[src/rtl/stopwatch_ctrl.sv]
// -----------------------------------------------------------------------------
// stopwatch_ctrl
//   Control sequencer for the stopwatch time-counter datapath. Turns debounced
//   single-cycle button pulses into the datapath count enable / clear, keeps up
//   to LAP_DEPTH lap times and selects the BCD value shown on the display.
//
// Ports
//   clk_i          single clock, rising edge
//   rst_ni         asynchronous active-low reset
//   start_stop_i   start/stop pulse (1 cycle)
//   lap_i          lap pulse (1 cycle)
//   clear_i        clear pulse (1 cycle)
//   recall_i       lap-review pulse (1 cycle)
//   time_i[15:0]   live BCD time {min, sec_tens, sec_units, tenths}
//   wrap_i         1-cycle pulse on 9:59.9 -> 0:00.0 rollover
//   run_o          datapath count enable (registered)
//   clear_o        1-cycle datapath clear (registered)
//   disp_o[15:0]   BCD value for the display mux (combinational select)
//   state_o[2:0]   IDLE=0 RUN=1 SPLIT=2 PAUSE=3 REVIEW=4 (registered)
//   lap_count_o    number of stored laps (registered)
//   lap_full_o     lap_count_o == LAP_DEPTH (registered)
// -----------------------------------------------------------------------------
module stopwatch_ctrl #(
  parameter int LAP_DEPTH    = 8,
  parameter int SPLIT_HOLD   = 200000000,
  parameter bit STOP_ON_WRAP = 1'b1
) (
  input  logic                               clk_i,
  input  logic                               rst_ni,
  input  logic                               start_stop_i,
  input  logic                               lap_i,
  input  logic                               clear_i,
  input  logic                               recall_i,
  input  logic [15:0]                        time_i,
  input  logic                               wrap_i,
  output logic                               run_o,
  output logic                               clear_o,
  output logic [15:0]                        disp_o,
  output logic [2:0]                         state_o,
  output logic [$clog2(LAP_DEPTH+1)-1:0]     lap_count_o,
  output logic                               lap_full_o
);

  localparam int CW = $clog2(LAP_DEPTH + 1);
  localparam int IW = (LAP_DEPTH > 1) ? $clog2(LAP_DEPTH) : 1;
  localparam int HW = (SPLIT_HOLD > 1) ? $clog2(SPLIT_HOLD) : 1;

  typedef enum logic [2:0] {
    S_IDLE   = 3'd0,
    S_RUN    = 3'd1,
    S_SPLIT  = 3'd2,
    S_PAUSE  = 3'd3,
    S_REVIEW = 3'd4
  } state_t;

  state_t          r_state, w_state_next;
  state_t          r_ret,   w_ret_next;     // state to return to from REVIEW
  logic            r_run,   w_run_next;
  logic            r_clear, w_clear_next;
  logic [CW-1:0]   r_lap_count, w_lap_count_next;
  logic            r_lap_full;
  logic [HW-1:0]   r_hold,  w_hold_next;
  logic [IW-1:0]   r_idx,   w_idx_next;
  logic [15:0]     r_held,  w_held_next;
  logic            w_do_lap;
  logic            w_mem_we;
  logic            w_full;
  logic [CW-1:0]   w_idx_inc;

  // Lap storage: plain registers, never reset; only lap_count is cleared.
  logic [15:0]     r_lap_mem [LAP_DEPTH];

  assign w_full    = (r_lap_count == CW'(LAP_DEPTH));
  assign w_idx_inc = CW'(r_idx) + CW'(1);

  // ---------------------------------------------------------------------------
  // Next-state logic. Priority: clear > start_stop > wrap > lap > recall.
  // A pulse a state ignores does not mask lower-priority pulses.
  // ---------------------------------------------------------------------------
  always_comb begin
    w_state_next     = r_state;
    w_ret_next       = r_ret;
    w_clear_next     = 1'b0;
    w_lap_count_next = r_lap_count;
    w_hold_next      = r_hold;
    w_idx_next       = r_idx;
    w_held_next      = r_held;
    w_do_lap         = 1'b0;
    w_mem_we         = 1'b0;
    w_run_next       = 1'b0;

    case (r_state)
      S_IDLE: begin
        if (clear_i) begin
          w_clear_next     = 1'b1;
          w_lap_count_next = '0;
        end else if (start_stop_i) begin
          w_state_next = S_RUN;
        end else if (recall_i && (r_lap_count != '0)) begin
          w_state_next = S_REVIEW;
          w_idx_next   = '0;
          w_ret_next   = S_IDLE;
        end
      end
      S_RUN: begin
        if (start_stop_i) begin
          w_state_next = S_PAUSE;
        end else if (STOP_ON_WRAP && wrap_i) begin
          w_state_next = S_PAUSE;
        end else if (lap_i) begin
          w_do_lap = 1'b1;
        end
      end
      S_SPLIT: begin
        if (start_stop_i) begin
          w_state_next = S_PAUSE;
        end else if (STOP_ON_WRAP && wrap_i) begin
          w_state_next = S_PAUSE;
        end else if (lap_i) begin
          w_do_lap = 1'b1;
        end else if (r_hold == '0) begin
          w_state_next = S_RUN;
        end else begin
          w_hold_next = r_hold - 1'b1;
        end
      end
      S_PAUSE: begin
        if (clear_i) begin
          w_clear_next     = 1'b1;
          w_lap_count_next = '0;
          w_state_next     = S_IDLE;
        end else if (start_stop_i) begin
          w_state_next = S_RUN;
        end else if (recall_i && (r_lap_count != '0)) begin
          w_state_next = S_REVIEW;
          w_idx_next   = '0;
          w_ret_next   = S_PAUSE;
        end
      end
      S_REVIEW: begin
        if (clear_i) begin
          w_clear_next     = 1'b1;
          w_lap_count_next = '0;
          w_state_next     = S_IDLE;
        end else if (start_stop_i) begin
          w_state_next = r_ret;
        end else if (recall_i) begin
          w_idx_next = (w_idx_inc == r_lap_count) ? '0 : w_idx_inc[IW-1:0];
        end
      end
      default: begin
        w_state_next = S_IDLE;
      end
    endcase

    // Lap capture shared by RUN and SPLIT: the split display always refreshes,
    // the memory write only happens while there is room.
    if (w_do_lap) begin
      w_state_next = S_SPLIT;
      w_held_next  = time_i;
      w_hold_next  = HW'(SPLIT_HOLD - 1);
      if (!w_full) begin
        w_mem_we         = 1'b1;
        w_lap_count_next = r_lap_count + 1'b1;
      end
    end

    // run_o is registered from the next state so it tracks state_o exactly.
    w_run_next = (w_state_next == S_RUN) || (w_state_next == S_SPLIT);
  end

  // ---------------------------------------------------------------------------
  // State registers
  // ---------------------------------------------------------------------------
  always_ff @(posedge clk_i or negedge rst_ni) begin
    if (!rst_ni) begin
      r_state     <= S_IDLE;
      r_ret       <= S_IDLE;
      r_run       <= 1'b0;
      r_clear     <= 1'b0;
      r_lap_count <= '0;
      r_lap_full  <= 1'b0;
      r_hold      <= '0;
      r_idx       <= '0;
      r_held      <= '0;
    end else begin
      r_state     <= w_state_next;
      r_ret       <= w_ret_next;
      r_run       <= w_run_next;
      r_clear     <= w_clear_next;
      r_lap_count <= w_lap_count_next;
      r_lap_full  <= (w_lap_count_next == CW'(LAP_DEPTH));
      r_hold      <= w_hold_next;
      r_idx       <= w_idx_next;
      r_held      <= w_held_next;
    end
  end

  always_ff @(posedge clk_i) begin
    if (w_mem_we) begin
      r_lap_mem[r_lap_count[IW-1:0]] <= time_i;
    end
  end

  // ---------------------------------------------------------------------------
  // Outputs
  // ---------------------------------------------------------------------------
  always_comb begin
    disp_o = time_i;
    case (r_state)
      S_SPLIT:  disp_o = r_held;
      S_REVIEW: disp_o = r_lap_mem[r_idx];
      default:  disp_o = time_i;
    endcase
  end

  assign run_o       = r_run;
  assign clear_o     = r_clear;
  assign state_o     = r_state;
  assign lap_count_o = r_lap_count;
  assign lap_full_o  = r_lap_full;

endmodule

[config.mk]
export PLATFORM = sky130hd
export DESIGN_NAME = stopwatch_ctrl
export DESIGN_NICKNAME = d
export VERILOG_FILES = /design/src/rtl/stopwatch_ctrl.sv
export SDC_FILE = /design/constraint.sdc
export NUM_CORES = 1
export LEC_CHECK = 0
export CAP_MARGIN = 20
export CORE_UTILIZATION = 54
export CTS_CLUSTER_DIAMETER = 200
export CTS_CLUSTER_SIZE = 14
export DETAILED_ROUTE_END_ITERATION = 8
export PLACE_DENSITY = 0.76
export SLEW_MARGIN = 0
export SYNTH_ARGS = -nofsm -noshare
export SYNTH_HDL_FRONTEND = slang
export SYNTH_SLANG_ARGS = --single-unit
[constraint.sdc]
create_clock -name clk_i -period 2.92 [get_ports clk_i]
set_input_delay 0.876 -clock clk_i [delete_from_list [all_inputs] [get_ports clk_i]]
set_output_delay 0.876 -clock clk_i [all_outputs]
set_load 0.05 [all_outputs]
* Word-level counts from Yosys, hierarchy flattened
Memories as Yosys holds them, arrays and structs flattened.
Index checks and enable logic that the tools add are counted.
** Word-level totals
- Flip-flop bits (word level) :: 60
- Bits in writable memories :: 128
- Input port bits :: 23
- Word-level logic and storage cells :: 99
- Memories :: 1
** Cells by class
- Add/sub/neg operators :: 3
- Equality and inequality tests :: 25
- Muxes and demuxes :: 47
- Reduce and logical (&&, ||, !) cells :: 14
** Memory list
- r_lap_mem :: words 8, width 16, rd ports 1, clocked after memory_dff 0, wr ports 1, RTL line 71 : logic [15:0] r_lap_mem [LAP_DEPTH];
** Operators with widths (number)
- $mux 28 :: 6
- $mux 3 :: 23
- $pmux 16 s2 :: 1
- $logic_not 28->1 :: 1
- $sub 28x1->28 const B :: 1
- $ne 2x2->1 const B :: 12
- $mux 4 :: 4
- $pmux 3 s5 :: 1
- $reduce_and 7->1 :: 2
- $pmux 3 s2 :: 2
- $mux 1 :: 10
- $eq 3x2->1 const B :: 3
- $eq 4x4->1 const B :: 2
- $ne 2x1->1 const B :: 4
- $eq 3x1->1 const B :: 2
- $reduce_bool 2->1 :: 3
- $reduce_and 5->1 :: 1
- $add 3x1->4 const B :: 1
- $add 4x1->4 const B :: 1
- $eq 4x4->1 :: 1
- $reduce_bool 4->1 :: 1
- $reduce_or 2->1 :: 2
- $eq 3x3->1 const B :: 1
- $logic_not 3->1 :: 1
- 3 further kinds :: 3

* Depth between registers and ports, before layout
Gate-level depths: netlist of the first run.
- Depth in word-level cells :: 9
- Gate-level depth with buffers :: 12
- Depth with buffers taken out :: 9

* Least setup slack after synthesis of the first run
OpenSTA, ideal clock, no wires.
- Path type :: flip-flop to output port
- From :: reg r_idx[0]
- To :: out disp_o[12]
- Arrival time :: 2713 ps
- Path slack :: -669 ps
- Stages on the path, launching flop included :: 6
- Cells stage by stage :: dfrtp_1 > clkbuf_1 > buf_1 > mux4_2 > mux2i_1 > o21ai_0
** Between the ends
- Longest elaborated chain between the ends :: 2
** RTL lines
- from (decl) :: RTL line 63 : logic [IW-1:0] r_idx, w_idx_next;
- from (signal assigned) :: RTL line 194 : r_idx <= w_idx_next;
- $mem_v2 8x16
- $pmux 16 s2 :: RTL line 210 : case (r_state)
- to (decl) :: RTL line 38 : output logic [15:0] disp_o,
No other way between the ends.

* Worst setup path in the final report of the first run
- From :: reg r_idx[0]
- To :: out disp_o[5]
Same word-level chain as after synthesis.

==> run summary, run 1 <==
Power per cell area = 846.6 nW/um^2
CTS Sinks = 186
Flop pwr share = 0.394
Number of global-route vias before repair = 5,734
CP Data Required Time = 2040 ps
Synthesis-to-finish area growth = 23.70%
GR Overflow Total = 0
Top cell type by total area after synthesis = edfxtp_1
Grt met2 use = 0.4363
Final min period = 3042 ps
Worst Skew = 6.733 ps
Pleak = 3.528 nW
GR Util All Layers = 0.2607
# IOs = 49
Crit path DAT = 2170 ps
Critical R2R Launch = lap_count_o[0]$_DFF_PN0_
Met3 Usage GRT = 0.04630
Post-Syn Instances = 587
Die height = 125.8 um
Dpl cell area = 9448 sq um
Via count = 5,646
Total Die Area = 15,830 sq um
MaxCap Viol Count = 0
RD Place Congestion = 0.8156
Clock slew at reported path FFs = 70 ps
Synthesized Nets = 614
# nets final = 702
Final Max Tran Viols = 0
Mapped cell area = 8279 sq um
Clk network pwr share = 0.265
Post-synthesis register bit count = 186
Final Cell Area = 10,240 sq um
Crit path max fanout = 11
Place WS = -205.0 ps
Total wire length = 19,520 um
Power Total = 0.008670 W
Post-synth EDFFs = 128
Min-delay worst type = in2async
Initial DRC count = 568
Finish-stage setup viols = 16
Clock latency on the worst-skew pair = 430 ps
Hold Buf Count CTS = 0
Worst Max-Slew Pin Slew = 561.3 ps
Critical path endpoint category = output pin
Num CTS Buffers = 17
RR Endpoint = r_hold[10]$_DFFE_PN0P_
Root buffer cell = clkbuf_16
R2r worst-path depth = 9
Top Usage Layer GRT = met2
Drt first pass iters = 5
DRC = 0
Ys async rst share = 0.3118
Chip width = 125.8 um
M1 GR Usage = 0.3467
Final period util = 1.042
Cells after DPL = 838
Post-synthesis sequential area ratio = 0.6396
Share of post-route cells with drive strength above 1 = 0.2878
First-pass GRT wire length = 30,970 um
Antenna diodes = 0
Type of origin of the critical path = flop
Floorplan row count = 44
Yosys warns = 0
Vias/cell = 6.475
# port buffers = 48
Status = finished, violations left
Failing checks = setup timing
Initial core utilization = 0.5611
CP Class = reg2out
Core area = 14,750 sq um
Syn avg cell area = 14.10 sq um
Commonest register cell after synthesis = edfxtp_1
Routed wire per std cell = 22.39 um
P_int = 0.005523 W
Worst Setup SP = r_idx[0]$_DFFE_PN0P_
Final worst slack = -122.3 ps
Max VDD drop = 0.5961 mV
NetSw = 0.003147 W
Fmax = 328.7 MHz
Initial antenna violation count = 0
Gate power share = 0.341
Slew margin rel. = 0.6224
Largest net degree at the start of global routing = 59
ANT nets after route = 0
Top cell type's share of synthesized area = 0.4643
Unrepaired setup endpoints after global routing = true
Count of final hold-check violations = 0
DP HPWL = 11,520 um
CTS H-tree lvls = 4
CTS tree = done
R2r setup slk = 120 ps
Synth area leaders = edfxtp_1 46%, dfrtp_1 18%, mux4_2 8.7%
Switch share = 0.3629
Number of library cell types mapped by synthesis = 67
Clk buf depth = 2
Finished Layout Cells = 872
CP endpoint = disp_o[5]
==> stage by stage <==
stage | hold WS, ps | TNS [ps] | util
after floorplan | 446.1 | -26430 | -
after global placement | 457.8 | -1276 | 0.6403
after detailed placement | 471.8 | -8378 | 0.6403
after CTS | 459.3 | -1310 | 0.6898
after global routing | 467.6 | -2258 | 0.6941
final | 440.8 | -1148 | 0.6941
==> layer usage <==
layer	vias to the layer above	routed length, um
met5	-	0
li1	2483	-
met1	2858	7925
met3	27	1488
met2	278	9807
met4	0	302
==> power by group through the flow <==
stage / registers [W] / logic, W / clock network, W
finish: 0.00342 / 0.00296 / 0.00230
global route: 0.00345 / 0.00314 / 0.00243
CTS: 0.00340 / 0.00287 / 0.00232
detailed placement: 0.00344 / 0.00274 / 0
global placement: 0.00342 / 0.00265 / 0
floorplan: 0.00348 / 0.00177 / 0
==> critical path, cell delays in order (launching register included) <==
cell and delay [ps]:
dfrtp_2 520, buf_12 200, mux4_2 550, mux2i_2 200, o21ai_2 90, buf_6 170
==> worst min path at each step <==
stage	start	endpoint	slack, ps	depth (start not counted)
6_report	rst_ni	r_hold[22]$_DFFE_PN0P_	440	2
3_3_place_gp	r_held[0]$_DFFE_PN0P_	r_held[0]$_DFFE_PN0P_	460	2
2_1_floorplan	r_held[0]$_DFFE_PN0P_	r_held[0]$_DFFE_PN0P_	450	2
3_5_place_dp	r_held[1]$_DFFE_PN0P_	r_held[1]$_DFFE_PN0P_	470	2
4_1_cts	rst_ni	r_hold[22]$_DFFE_PN0P_	460	2
5_1_grt	rst_ni	r_hold[22]$_DFFE_PN0P_	470	2
==> placed cells by master, fill, tap and decap left out, types with 11 or more instances in the layout <==
cell / instances
nor3_1: 11
nand2_1: 68
a21oi_1: 11
clkbuf_16: 17
or4_1: 13
nor2_1: 15
o21ai_2: 16
buf_4: 48
nand3_1: 12
a22oi_1: 14
edfxtp_1: 128
buf_12: 11
buf_6: 16
dfrtp_1: 52
mux4_2: 32
o31ai_1: 11
o21ai_0: 16
clkdlybuf4s50_1: 31
==> synth_stat cells (6+ instances only) <==
master,count
a21oi_1,11
a22oi_1,16
a31oi_1,8
and4_1,8
buf_1,6
clkbuf_1,24
dfrtp_1,58
edfxtp_1,128
inv_1,6
mux2i_1,18
mux4_2,32
nand2_1,68
nand3_1,12
nor2_1,16
nor3_1,18
nor3b_1,7
nor4_1,8
o21ai_0,32
o31ai_1,11
or3_1,7
or4_1,13
==> area by class of cell <==
class	count	area [sq um]
clock buffer	21	460.4
clock inverter	11	132.6
tap	184	230.2
fill	948	4513
inverter	8	30.03
multi-input combinational	354	2982
sequential	186	5303
timing repair buffer	108	1104
==> sequential cells by signal (all words and copies together) (netlist names) <==
name	cells
r_lap_mem	128
r_hold	28
r_held	16
lap_count_o	4
r_idx	3
state_o	3
clear_o	1
lap_full_o	1
r_ret	1
run_o	1
==> timing repair <==
item,CTS,global route
gates resized for setup,26,12
endpoints found under the setup margin,16,17
setup buffers,1,0
cloned,1,0
==> logic make-up (layout without fill, tap and decap cells) <==
family | count (synthesis) | count (layout) | share of synthesized area
AO/OA/AOI/OAI | 102 | 102 | 0.08252
multiplexers | 51 | 51 | 0.1102
adder cells (fa/ha/maj) | 4 | 4 | 0.006045
buffers and inverters | 47 | 148 | 0.02463
AND/OR/NAND/NOR | 191 | 191 | 0.1291
XOR/XNOR | 6 | 6 | 0.008009
flip-flops | 186 | 186 | 0.6396
Note: power is estimated with default switching activity, not from simulation.
==> run 2: changes to the inputs <==
- HOLD_SLACK_MARGIN: default -> 0.02
- REMOVE_ABC_BUFFERS: default -> 1
==> run 2 against run 1 <==
Against the previous run:
- the run still ends with setup timing left
- fmax grew 0.15%
- routed wire length grew 5.7%
- first-iteration DRC count down 1.6%
- non-clock buffer count is 20 higher
- cell area grew 3.1%
- final cell count is 2.3% higher
- clock-buffer cell count fell by 2
- hold slack improved by 9.4 ps
- flip-flop and latch count did not move
- critical path depth increased by 1
- core utilization increased by 2.1 points
- largest cell class unchanged
==> run summary, run 2 (synthesis gave the netlist of run 1 again) <==
Dpl cell area = 9613 sq um
Final min period = 3038 ps
Clock slew at reported path FFs = 70 ps
Fmax = 329.2 MHz
# IOs = 49
Initial DRC count = 559
Final Max Tran Viols = 0
DP HPWL = 12,080 um
Floorplan row count = 44
Antenna diodes = 0
# port buffers = 48
Clk buf depth = 2
Final worst slack = -117.8 ps
Count of final hold-check violations = 0
Crit path max fanout = 6
Critical path endpoint category = output pin
CP Class = reg2out
DRC = 0
Hold_ws = 450.3 ps
Min-delay worst type = in2async
ANT nets after route = 0
Slew margin rel. = 0.5830
Worst Skew = 10.67 ps
Total wire length = 20,640 um
Power Total = 0.009202 W
Drt first pass iters = 5
Most common cell after layout, fill and taps aside = edfxtp_1
Via count = 5,661
CP Data Required Time = 2040 ps
Core area = 14,750 sq um
Crit path DAT = 2160 ps
Finish-stage setup viols = 15
Pleak = 3.698 nW
Power per cell area = 871.6 nW/um^2
Vias/cell = 6.346
Initial core utilization = 0.5611
Routed wire per std cell = 23.14 um
GR Util All Layers = 0.2656
Root buffer cell = clkbuf_16
Final period util = 1.040
CTS H-tree lvls = 4
# nets final = 722
Worst Max-Slew Pin Slew = 619.0 ps
Max reg flops = 128
Type of origin of the critical path = flop
Initial antenna violation count = 0
Synthesis-to-finish area growth = 27.52%
CTS Sinks = 186
Num CTS Buffers = 17
GR Overflow Total = 0
Die height = 125.8 um
Max VDD drop = 0.6085 mV
Number of global-route vias before repair = 5,843
Failing checks = setup timing
Status = finished, violations left
RD Place Congestion = 0.8159
Largest net degree at the start of global routing = 39
First-pass GRT wire length = 31,410 um
Chip width = 125.8 um
CTS tree = done
Total Die Area = 15,830 sq um
Final Cell Area = 10,560 sq um
Share of post-route cells with drive strength above 1 = 0.2924
Unrepaired setup endpoints after global routing = true
MaxCap Viol Count = 0
Clock latency on the worst-skew pair = 440 ps
Most frequent cells in the layout = 128 x edfxtp_1, 68 x nand2_1, 62 x buf_4
-- run 2: per-layer routing --
metal,GRT usage,wire length [um]
met1,0.3326,8141
met2,0.4595,10830
met3,0.05098,1160
met4,0.1035,516
met5,0,0
-- run 2: per-stage QoR --
stage / cells / TNS, ps / worst slack (ps) / utilization
CTS: 884 / -1026 / -94.68 / 0.6995
global placement: 849 / -973.8 / -91.35 / 0.6515
global route: 892 / -2191 / -188.3 / 0.7156
floorplan: 548 / -105500 / -1067 / -
detailed placement: 849 / -5916 / -155.4 / 0.6515
finish: 892 / -1082 / -117.8 / 0.7156
-- run 2: where the power goes --
group          switching (W)  total [W]  internal (W)
Clock                0.00100    0.00246       0.00146
Sequential          0.000255    0.00338       0.00312
Combinational        0.00199    0.00336       0.00137
Total                0.00324    0.00920       0.00596
-- run 2: path summary, 6_finish.rpt --
check | depth (start not counted) | end | slack (ps) | start
max reg2reg | 9 | r_hold[18]$_DFFE_PN0P_ | 150 | lap_count_o[1]$_DFF_PN0_
min reg2reg | 2 | r_held[7]$_DFFE_PN0P_ | 480 | r_held[7]$_DFFE_PN0P_
max | 6 | disp_o[8] | -120 | r_idx[0]$_DFFE_PN0P_
min | 1 | r_hold[19]$_DFFE_PN0P_ | 450 | rst_ni
min in group clk_i | 2 | r_held[7]$_DFFE_PN0P_ | 480 | r_held[7]$_DFFE_PN0P_
max in group asynchronous | 2 | r_held[15]$_DFFE_PN0P_ | 1850 | rst_ni
-- run 2: cell type report --
class / instances / area, sq um
multi-input combinational: 354 / 2932
timing repair buffer: 128 / 1433
clock inverter: 13 / 190.2
inverter: 8 / 32.53
tap: 184 / 230.2
fill: 932 / 4197
clock buffer: 19 / 442.9
sequential: 186 / 5298
-- run 2: repair_timing --
action,4_1_cts,5_1_grt
hold buffers,0,0
hold endpoints to repair,0,0
endpoints found under the setup margin,16,18
setup buffers,3,4
pin swaps,0,5
cloned,0,4
resized for setup,29,28
-- run 2: critical path, cell delays in order (launching register included) --
cell     delay [ps]
dfrtp_2         420
buf_6           140
buf_12          130
mux4_2          520
mux2i_2         220
o21ai_2         130
buf_12          170
==> run 3: changes to the inputs <==
- CTS_BUF_LIST: default -> sky130_fd_sc_hd__clkbuf_4 sky130_fd_sc_hd__clkbuf_8 sky130_fd_sc_hd__clkbuf_16
==> run 3 against run 2 <==
Against the previous run:
- flip-flop and latch count is the same
- the run still ends with setup timing left
- hold slack better by 3.9 ps
- highest routed layer unchanged
- critical path type unchanged
- via count about the same
- sequential power about the same
- cell area barely moved
- combinational power is essentially flat
- critical endpoint unchanged
- global-route usage is the same
- core utilization about the same
- setup slack got worse by 2.5 ps
==> run summary, run 3 (synthesis gave the netlist of run 1 again) <==
CTS tree = done
CP Class = reg2out
Vias/cell = 6.342
Finish-stage setup viols = 15
Final Max Tran Viols = 0
Largest net degree at the start of global routing = 39
Cells after DPL = 849
Hold_ws = 454.2 ps
Max VDD drop = 0.6095 mV
Critical path endpoint category = output pin
# port buffers = 48
NetSw = 0.003245 W
Clock latency on the worst-skew pair = 440 ps
Pleak = 3.702 nW
Root buffer cell = clkbuf_16
# nets final = 722
Final min period = 3040 ps
CTS Sinks = 186
Multi-input logic area = 2932 sq um
Most frequent cells in the layout = 128 x edfxtp_1, 68 x nand2_1, 62 x buf_4
Num CTS Buffers = 17
Antenna diodes = 0
Chip width = 125.8 um
P_int = 0.005969 W
RD Place Congestion = 0.8159
Power per cell area = 872.4 nW/um^2
Status = finished, violations left
Routed wire per std cell = 23.17 um
Slew margin rel. = 0.5837
Core area = 14,750 sq um
Clock slew at reported path FFs = 70 ps
Critical R2R Launch = lap_count_o[1]$_DFF_PN0_
Switch share = 0.3522
Floorplan row count = 44
Drt first pass iters = 5
Worst Skew = 10.73 ps
Failing checks = setup timing
Clk network pwr share = 0.268
Setup_tns = -1094 ps
DRC = 0
DP HPWL = 12,080 um
# IOs = 49
Fill count = 932
MaxCap Viol Count = 0
Finished Layout Cells = 892
Share of post-route cells with drive strength above 1 = 0.2938
Synthesis-to-finish area growth = 27.57%
ANT nets after route = 0
Crit path DAT = 2160 ps
R2r setup slk = 160 ps
RR Endpoint = r_hold[18]$_DFFE_PN0P_
Min-delay worst type = in2async
Final period util = 1.041
Number of global-route vias before repair = 5,843
Count of final hold-check violations = 0
Power Total = 0.009214 W
Via count = 5,657
Type of origin of the critical path = flop
Flop pwr share = 0.367
Final worst slack = -120.3 ps
GR Util All Layers = 0.2656
R2r worst-path depth = 9
Sequential Area = 5298 sq um
Fmax = 328.9 MHz
Gate power share = 0.365
Initial antenna violation count = 0
Crit path max fanout = 6
Most common cell after layout, fill and taps aside = edfxtp_1
Initial core utilization = 0.5611
First-pass GRT wire length = 31,410 um
Hold Buf Count CTS = 0
Clk buf depth = 2
Worst Max-Slew Pin Slew = 617.9 ps
Unrepaired setup endpoints after global routing = true
Max reg flops = 128
CP Data Required Time = 2040 ps
Final core utilization = 0.7158
Die height = 125.8 um
Initial DRC count = 565
GR Overflow Total = 0
Total wire length = 20,670 um
Total Die Area = 15,830 sq um
CTS H-tree lvls = 4
## run 3: what timing repair did
action / 4_1_cts / 5_1_grt
setup endpoints to repair: 16 / 18
buffers inserted: 3 / 4
pin swaps: 0 / 5
resized for setup: 29 / 28
cloned: 0 / 4
## run 3: worst max-delay path: stages (launching register included)
cell and delay (ps):
dfrtp_2 420, buf_6 140, buf_12 130, mux4_2 530
mux2i_2 220, o21ai_2 130, buf_12 170
## run 3: per-layer routing
layer  wire length (um)  vias up  GRT usage
li1                   -     2511          -
met1               8216     2870     0.3326
met2              10840      231     0.4595
met3               1075       45    0.05098
met4                539        0     0.1035
met5                  0        -          0
## run 3: layout make-up
| type | instances | share of cell area |
|---|---|---|
| Multi-Input combinational cell | 354 | 0.2776 |
| Timing Repair Buffer | 128 | 0.1356 |
| Clock buffer | 19 | 0.04229 |
| Inverter | 8 | 0.003080 |
| Sequential cell | 186 | 0.5016 |
| Tap cell | 184 | 0.02180 |
| Clock inverter | 13 | 0.01801 |
## run 3: power by group through the flow
stage	clock network (W)	logic (W)	registers, W
floorplan	0	0.00148	0.00354
global placement	0	0.00297	0.00338
detailed placement	0	0.00307	0.00340
CTS	0.00248	0.00314	0.00335
global route	0.00259	0.00355	0.00341
finish	0.00247	0.00336	0.00338
## run 3: worst max path at each step
stage / cells past startpoint / startpoint / slack, ps / endpoint
6_report: 6 / r_idx[0]$_DFFE_PN0P_ / -120 / disp_o[8]
5_1_grt: 7 / state_o[1]$_DFF_PN0_ / -190 / disp_o[9]
4_1_cts: 5 / r_idx[0]$_DFFE_PN0P_ / -90 / disp_o[8]
3_5_place_dp: 9 / start_stop_i / -160 / r_hold[12]$_DFFE_PN0P_
3_3_place_gp: 9 / start_stop_i / -90 / r_hold[5]$_DFFE_PN0P_
2_1_floorplan: 5 / state_o[1]$_DFF_PN0_ / -1070 / disp_o[0]
## run 3: stage by stage
| step | cell area [sq um] | worst slack, ps |
|---|---|---|
| 2_1_floorplan | 8105 | -1067 |
| 3_3_place_gp | 9613 | -91.35 |
| 3_5_place_dp | 9613 | -155.4 |
| 4_1_cts | 10320 | -94.68 |
| 5_1_grt | 10560 | -188.3 |
| 6_report | 10560 | -120.3 |
